File: config.mk
export PLATFORM = sky130hd
export DESIGN_NAME = store_log_fifo
export DESIGN_NICKNAME = d
export VERILOG_FILES = /design/src/rtl/checker_pkg.sv /design/src/rtl/store_log_fifo.sv
export SDC_FILE = /design/constraint.sdc
export NUM_CORES = 1
export LEC_CHECK = 0
export CORE_MARGIN = 2
export CORE_UTILIZATION = 45
export DETAILED_ROUTE_END_ITERATION = 10
export PLACE_DENSITY = 0.63
export RECOVER_POWER = 50
export SYNTH_ARGS = -nofsm -noshare
export SYNTH_HDL_FRONTEND = slang
export SYNTH_SLANG_ARGS = --single-unit
File: constraint.sdc
create_clock -name clk -period 5.8 [get_ports clk]
set_clock_uncertainty 0.15 [all_clocks]
set_input_delay 1.16 -clock clk [delete_from_list [all_inputs] [get_ports clk]]
set_output_delay 1.16 -clock clk [all_outputs]
set_load 0.005 [all_outputs]
File: src/rtl/checker_pkg.sv
// Shared types and constants for the MIPS store checker.
package checker_pkg;

    typedef enum logic [1:0] {
        RUN,
        PASS,
        FAIL,
        TMO
    } chk_state_t;

    typedef struct packed {
        logic [31:0] addr;
        logic [31:0] data;
    } store_entry_t;

    localparam logic [15:0] COUNT_MAX = 16'hFFFF;

endpackage

File: src/rtl/store_log_fifo.sv
// Circular log of recent stores with show-ahead head and overwrite-on-full.
// A wrap bit above each pointer distinguishes full from empty.
module store_log_fifo
    import checker_pkg::*;
#(
    parameter int LOG_DEPTH = 4
) (
    input  logic         clk,
    input  logic         reset,
    input  logic         push,
    input  store_entry_t push_entry,
    input  logic         pop,
    output logic         empty,
    output store_entry_t head_entry,
    output logic         overflow
);

    localparam int PTR_W = $clog2(LOG_DEPTH);
    localparam logic [PTR_W:0] PTR_ONE = (PTR_W + 1)'(1);

    store_entry_t     entries [LOG_DEPTH];
    logic [PTR_W:0]   head_ptr;
    logic [PTR_W:0]   tail_ptr;
    logic             full;
    logic             do_pop;

    assign empty      = (head_ptr == tail_ptr);
    assign full       = (head_ptr[PTR_W] != tail_ptr[PTR_W]) &&
                        (head_ptr[PTR_W-1:0] == tail_ptr[PTR_W-1:0]);
    assign do_pop     = pop && !empty;
    assign head_entry = empty ? '0 : entries[head_ptr[PTR_W-1:0]];

    // A push when full without a pop drops the oldest entry by dragging the head along.
    always_ff @(posedge clk) begin
        if (!reset) begin
            head_ptr <= '0;
            tail_ptr <= '0;
            overflow <= 1'b0;
            for (int i = 0; i < LOG_DEPTH; i++) begin
                entries[i] <= '0;
            end
        end else begin
            if (push) begin
                entries[tail_ptr[PTR_W-1:0]] <= push_entry;
                tail_ptr <= tail_ptr + PTR_ONE;
            end
            if (do_pop || (push && full)) begin
                head_ptr <= head_ptr + PTR_ONE;
            end
            if (push && full && !do_pop) begin
                overflow <= 1'b1;
            end
        end
    end

endmodule

==> impl_metrics.toml, run 1 <==
[synthesis]
synth_warnings = 0
synthFlopType = "edfxtp_1"
synth_top_cell_area_share_pct = 65.0
ys_seq_area_share_pct = 66.5
synth_top_cell_by_area = "edfxtp_1"
syn_inst = 748
synthTopCellsByArea = "edfxtp_1 (65%), mux4_2 (12%), and2_1 (10%)"
syn-cell-area_sq_um = 11800
synthesis.nets = 818
synth-edff-count = 256
ys_async_sr_fraction_pct = 0
avgSynthCellArea_sq_um = 15.8
ys_ff_latch = 265
ys_types = 30

[critical_path]
cpPeakStageDelay_ps = 2380
cp-end-kind = "flop"
worst_setup_path_start_kind = "input port"
worstPathRequired_ps = 6030
arrival_ps = 4920
crit_start = "reset"
path_class = "in2reg"
reg2reg_from = "tail_ptr[1]"
crit_path_max_fanout = 64
critPathSlowestCell = "clkbuf_1"
cp_common_cell = "clkbuf_1"
crit_chain = "clkbuf_1 > nand2_1 > nor3b_1 > clkbuf_1 > and2_0"

[floorplan]
initial_core_util_pct = 45.7
dieWidth_microns = 166
dieArea_sq_um = 27600
row_count = 59
dieHeight_microns = 166
core_area_sq_um = 25900
io_pins = 134

[clocking]
cts.sinks = 265
cts_tree = "built"
numCtsBuffers = 29
clockRootBuffer = "clkbuf_16"
postCtsHoldBufs = 0
cts_post_setup_buffers_inserted = 0
htree_levels = 1
cts.repair.resized = 0
path_clk_slew_ps = 60
clock_path_buffers = 3
worst_skew_pair.late_latency_ps = 540

[sta]
slew_viol_final = 332
setup_viol = 0
maxSlewHeadroom_pct = -133
setup_slack_ps = 1110
finalHoldViolations = 0
setup_tns_ps = 0
max_freq_mhz = 213
worst_pin_slew_ps = 3500
rsz0062_at_grt = "false"
period_share_pct = 80.9
layout_min_cycle_time_ps = 4690

[power_and_ir_drop]
powerDensity_nw_per_um2 = 372
irDropWorstVdd_mv = 0.244
p_leak_nw = 5.11

[placement]
dp.cells = 1163
dpl_cell_area_sq_um = 13400
numPortBuffers = 133
hpwl_microns = 13000
gp_congestion = 0.693
pre_cts_ws_ps = 1860

[grt]
grt_pass1_wl_microns = 42200
grt_start_max_net_pins = 72
use_met1_pct = 26.4
antenna_found_initial = 1
grt_pass1_vias = 7222
grt_usage_pct = 19.7
grt.busiest_layer = "met2"
use_met2_pct = 33.1
grt.overflow.total = 0
grt_use_met3_pct = 4.69

[status]
status = "complete, but fails checks"
violations = "max-capacitance violations, max-slew violations"

[drt]
drc = 0
drt_iter0_markers = 531
routedWlPerCell_microns = 21.9
via_per_inst = 5.42
dr_total_vias = 6594
first_pass_iters = 4
ant_nets = 0
wirelength_microns = 26600

[final_layout]
final_nets = 929
area_delta_synth_final_pct = 21.2
final_layout_size_suffix_gt1_share_pct = 12.8
diodes = 0
final_area_sq_um = 14300
stdcell_count = 1217
n_fill_cell = 2059

[flow_run]
cap_viol_max_count = 5

[hold_path]
hp-class = "reg2reg"
worstHoldStart = "head_ptr[2]"
[worst max-delay path: cells and delay by family]
| family | cells | cell delay, ps |
|---|---|---|
| and+or+nand+nor | 3 | 890 |
| buffers and inverters | 2 | 2860 |
[layout make-up]
cell class / instances / area, sq um / area share, %
Clock buffer: 36 / 752 / 5.25
Clock inverter: 18 / 188 / 1.31
Inverter: 1 / 3.75 / 0.0262
Multi-Input combinational cell: 422 / 3740 / 26.1
Sequential cell: 265 / 7880 / 54.9
Tap cell: 335 / 419 / 2.92
Timing Repair Buffer: 140 / 1360 / 9.46
[worst paths after layout]
path                   end  slack [ps]  depth (start not counted)
max          entries[2][8]        1110                          5
min reg2reg    head_ptr[2]         380                          2
max reg2reg  entries[2][8]        1970                          3
min            head_ptr[2]         380                          2
[layout by cell type (no fill, tap or decap), types with 3 or more instances in the layout]
master           netlist  routed
xnor2_1                4       4
dfxtp_1                9       7
edfxtp_1             256     256
clkbuf_1              49      13
clkinv_1               0       8
and2_0                 0     114
a21boi_0               1       5
nor2b_1               65      65
mux4_2                64      64
clkdlybuf4s50_1        0     130
bufinv_16              0       4
clkbuf_16              0      29
clkinv_2               0       4
and3_1                64      64
and2_1               194      80
buf_4                  0       3
[flip-flops by register name (all words and copies together) (netlist names), named ones only]
name / count
entries: 256
head_ptr: 3
tail_ptr: 3
overflow: 1
[synth_stat cells, types with 3 or more instances]
cell type and number:
nand2_1 3, buf_2 9, nand2b_1 3, edfxtp_1 256, mux4_2 64, xnor2_1 4
dfxtp_1 9, nor2b_1 65, and3_1 64, clkbuf_1 49, and2_1 194, a21boi_1 4
[per-layer routing]
| layer | wire [microns] | up-vias | share of wire (%) |
|---|---|---|---|
| met4 | 415 | 2 | 1.6 |
| li1 | - | 2986 | - |
| met3 | 1670 | 33 | 6.3 |
| met2 | 13100 | 174 | 49 |
| met1 | 11400 | 3399 | 43 |
| met5 | 12 | - | 0.045 |
[power breakdown]
part,internal [mW],switching (mW)
clock,1.09,0.727
sequential,2.24,0.136
combinational,0.665,0.470
[stage by stage]
stage / hold slack (ps) / power, mW / utilization [%]
2_1_floorplan: 314 / 3.02 / -
3_5_place_dp: 349 / 3.58 / 51.8
6_report: 376 / 5.33 / 55.3
3_3_place_gp: 327 / 3.57 / 51.8
4_1_cts: 357 / 5.40 / 55.5
5_1_grt: 403 / 5.57 / 55.3
[kinds of logic after synthesis]
| family | count (synthesis) | synth area share (%) |
|---|---|---|
| AND/OR/NAND/NOR | 339 | 17.9 |
| flip-flops | 265 | 66.5 |
| AO/OA/AOI/OAI | 11 | 0.635 |
| adder cells (fa/ha/maj) | 2 | 0.211 |
| buffers and inverters | 61 | 2.10 |
| multiplexers | 65 | 12.3 |
| XOR/XNOR | 5 | 0.370 |
Note: power is estimated with default switching activity, not from simulation.
==> run 2, diff against run 1 <==
Clock period 5.8 ns to 4.5 ns, I/O delays scaled along.
==> run 2 against run 1 <==
  * The flow still finishes with violations (max-capacitance violations, max-slew violations)
  * Highest routed layer unchanged
  * Register-to-register slack barely moved
  * Sequential cell count did not move
  * Non-clock buffer count rose by 4
  * Sequential share of layout area fell by 0.24 points
  * Power rose by 29%
  * Worst hold slack got worse by 19 ps
  * Clock-buffer cell count rose by 1
  * Die area did not move
==> impl_metrics.toml, run 2 (synthesized netlist as in run 1, its figures left out) <==
[status]
status = "complete, but fails checks"
violations = "max-capacitance violations, max-slew violations"

[critical_path]
worstPathRequired_ps = 3450
worst_setup_path_start_kind = "flop"
cp-end-kind = "output pin"
path_class = "reg2out"
cpPeakStageDelay_ps = 860
crit_chain = "xnor2_1 > and3_4 > nor2b_1 > clkdlybuf4s50_1"
critPathBufInv = 1
critPathTopFamily = "simple AND/OR/NAND/NOR gates"
r2r_cells = 3
arrival_ps = 2850
reg2reg_to = "entries[1][35]"
crit_path_max_fanout = 71
reg2reg_from = "tail_ptr[0]"
ff2ff_setup_slack_ps = 1970
critPathSlowestCell = "and3_4"

[clocking]
numCtsBuffers = 29
postCtsHoldBufs = 0
cts_post_setup_buffers_inserted = 0
cts.repair.resized = 0
htree_levels = 1
clockRootBuffer = "clkbuf_16"
cts_tree = "built"
clock_path_buffers = 3
cts.sinks = 265
path_clk_slew_ps = 60
worst_skew_pair.late_latency_ps = 530

[floorplan]
row_count = 59
initial_core_util_pct = 45.7
core_area_sq_um = 25900
io_pins = 134
dieWidth_microns = 166
dieArea_sq_um = 27600
dieHeight_microns = 166

[hold_path]
hold_depth = 1
worstHoldStart = "overflow"
hold_end = "overflow"
hp-class = "reg2reg"

[power_and_ir_drop]
power_mw = 6.89
p_leak_nw = 5.19
seqPwrFrac_pct = 43.7
p_sw_mw = 1.70
internal_power_mw = 5.19
clockPowerShare_pct = 34.2
irDropWorstVdd_mv = 0.278
p_comb_share_pct = 22.1
switching_share_pct = 24.6
powerDensity_nw_per_um2 = 479

[placement]
hpwl_microns = 13700
numPortBuffers = 133
gp_congestion = 0.732

[final_layout]
utilization_pct = 55.6
largest_reg_flops = 256
top_regs = "entries: 256 flops, head_ptr: 3 flops, tail_ptr: 3 flops"
top_register = "entries"
diodes = 0
final_common_cell = "edfxtp_1"
final_nets = 933
final_layout_size_suffix_gt1_share_pct = 14.0
area_delta_synth_final_pct = 21.7
layout_common_cells = "edfxtp_1 (256), clkdlybuf4s50_1 (131), and2_1 (116)"

[drt]
first_pass_iters = 5
drc = 0
via_per_inst = 5.50
dr_total_vias = 6695
ant_nets = 0
routedWlPerCell_microns = 22.0
drt_iter0_markers = 539
wirelength_microns = 26800

[grt]
grt_usage_pct = 19.7
grt_start_max_net_pins = 78
antenna_found_initial = 3
grt_pass1_vias = 7187
grt.overflow.total = 0
grt_pass1_wl_microns = 41900

[flow_run]
cap_viol_max_count = 4

[sta]
slew_viol_final = 280
max_freq_mhz = 256
setup_viol = 0
setup_tns_ps = 0
layout_min_cycle_time_ps = 3900
worst_pin_slew_ps = 1810
rsz0062_at_grt = "false"
period_share_pct = 86.7
maxSlewHeadroom_pct = -20.7
finalHoldViolations = 0
[run 2: changes by cell type in the layout (fill, tap and decap cells not counted), moves of 2 or more]
| cell | change |
|---|---|
| clkbuf_8 | +2 |
| buf_12 | +2 |
| clkbuf_2 | +5 |
| clkinv_2 | +2 |
| clkinv_1 | -5 |
| and2_0 | -36 |
| and2_1 | +36 |
| clkbuf_1 | -5 |
[run 2: final cells by class]
type,instances,area [sq um]
multi-input combinational,422,3740
inverter,1,3.75
timing repair buffer,144,1410
clock buffer,37,776
fill,2081,11500
tap,335,419
clock inverter,14,170
sequential,265,7880
[run 2: per-stage QoR]
step                instances  worst slack [ps]  hold WS (ps)  instance area [sq um]
floorplan                 748               678           314                  11800
global placement         1167              1160           331                  13500
detailed placement       1167              1120           338                  13500
CTS                      1218               524           352                  14400
global route             1218               454           387                  14400
finish                   1218               597           357                  14400
[run 2: power by group through the flow]
stage / combinational, mW / clock, mW / sequential, mW
floorplan: 0.923 / 0 / 2.97
global placement: 1.54 / 0 / 3.06
detailed placement: 1.55 / 0 / 3.07
CTS: 1.56 / 2.39 / 3.02
global route: 1.64 / 2.47 / 3.04
finish: 1.52 / 2.36 / 3.01
[run 2: how the worst max path moves through the flow]
stage | slack (ps) | depth (start not counted) | from | to
6_report | 600 | 4 | tail_ptr[0] | head_entry[0]
3_5_place_dp | 1120 | 4 | tail_ptr[0] | head_entry[0]
5_1_grt | 450 | 4 | tail_ptr[0] | head_entry[0]
2_1_floorplan | 680 | 5 | push | entries[2][0]
3_3_place_gp | 1160 | 4 | flop | head_entry[43]
4_1_cts | 520 | 4 | tail_ptr[0] | head_entry[0]
[run 2: per-layer routing]
layer	vias up	global-route usage, %	wire length, microns
met3	47	4.05	1660
met4	6	4.16	484
met5	-	0	36
met1	3449	26.1	11300
met2	201	33.8	13300
li1	2992	-	-
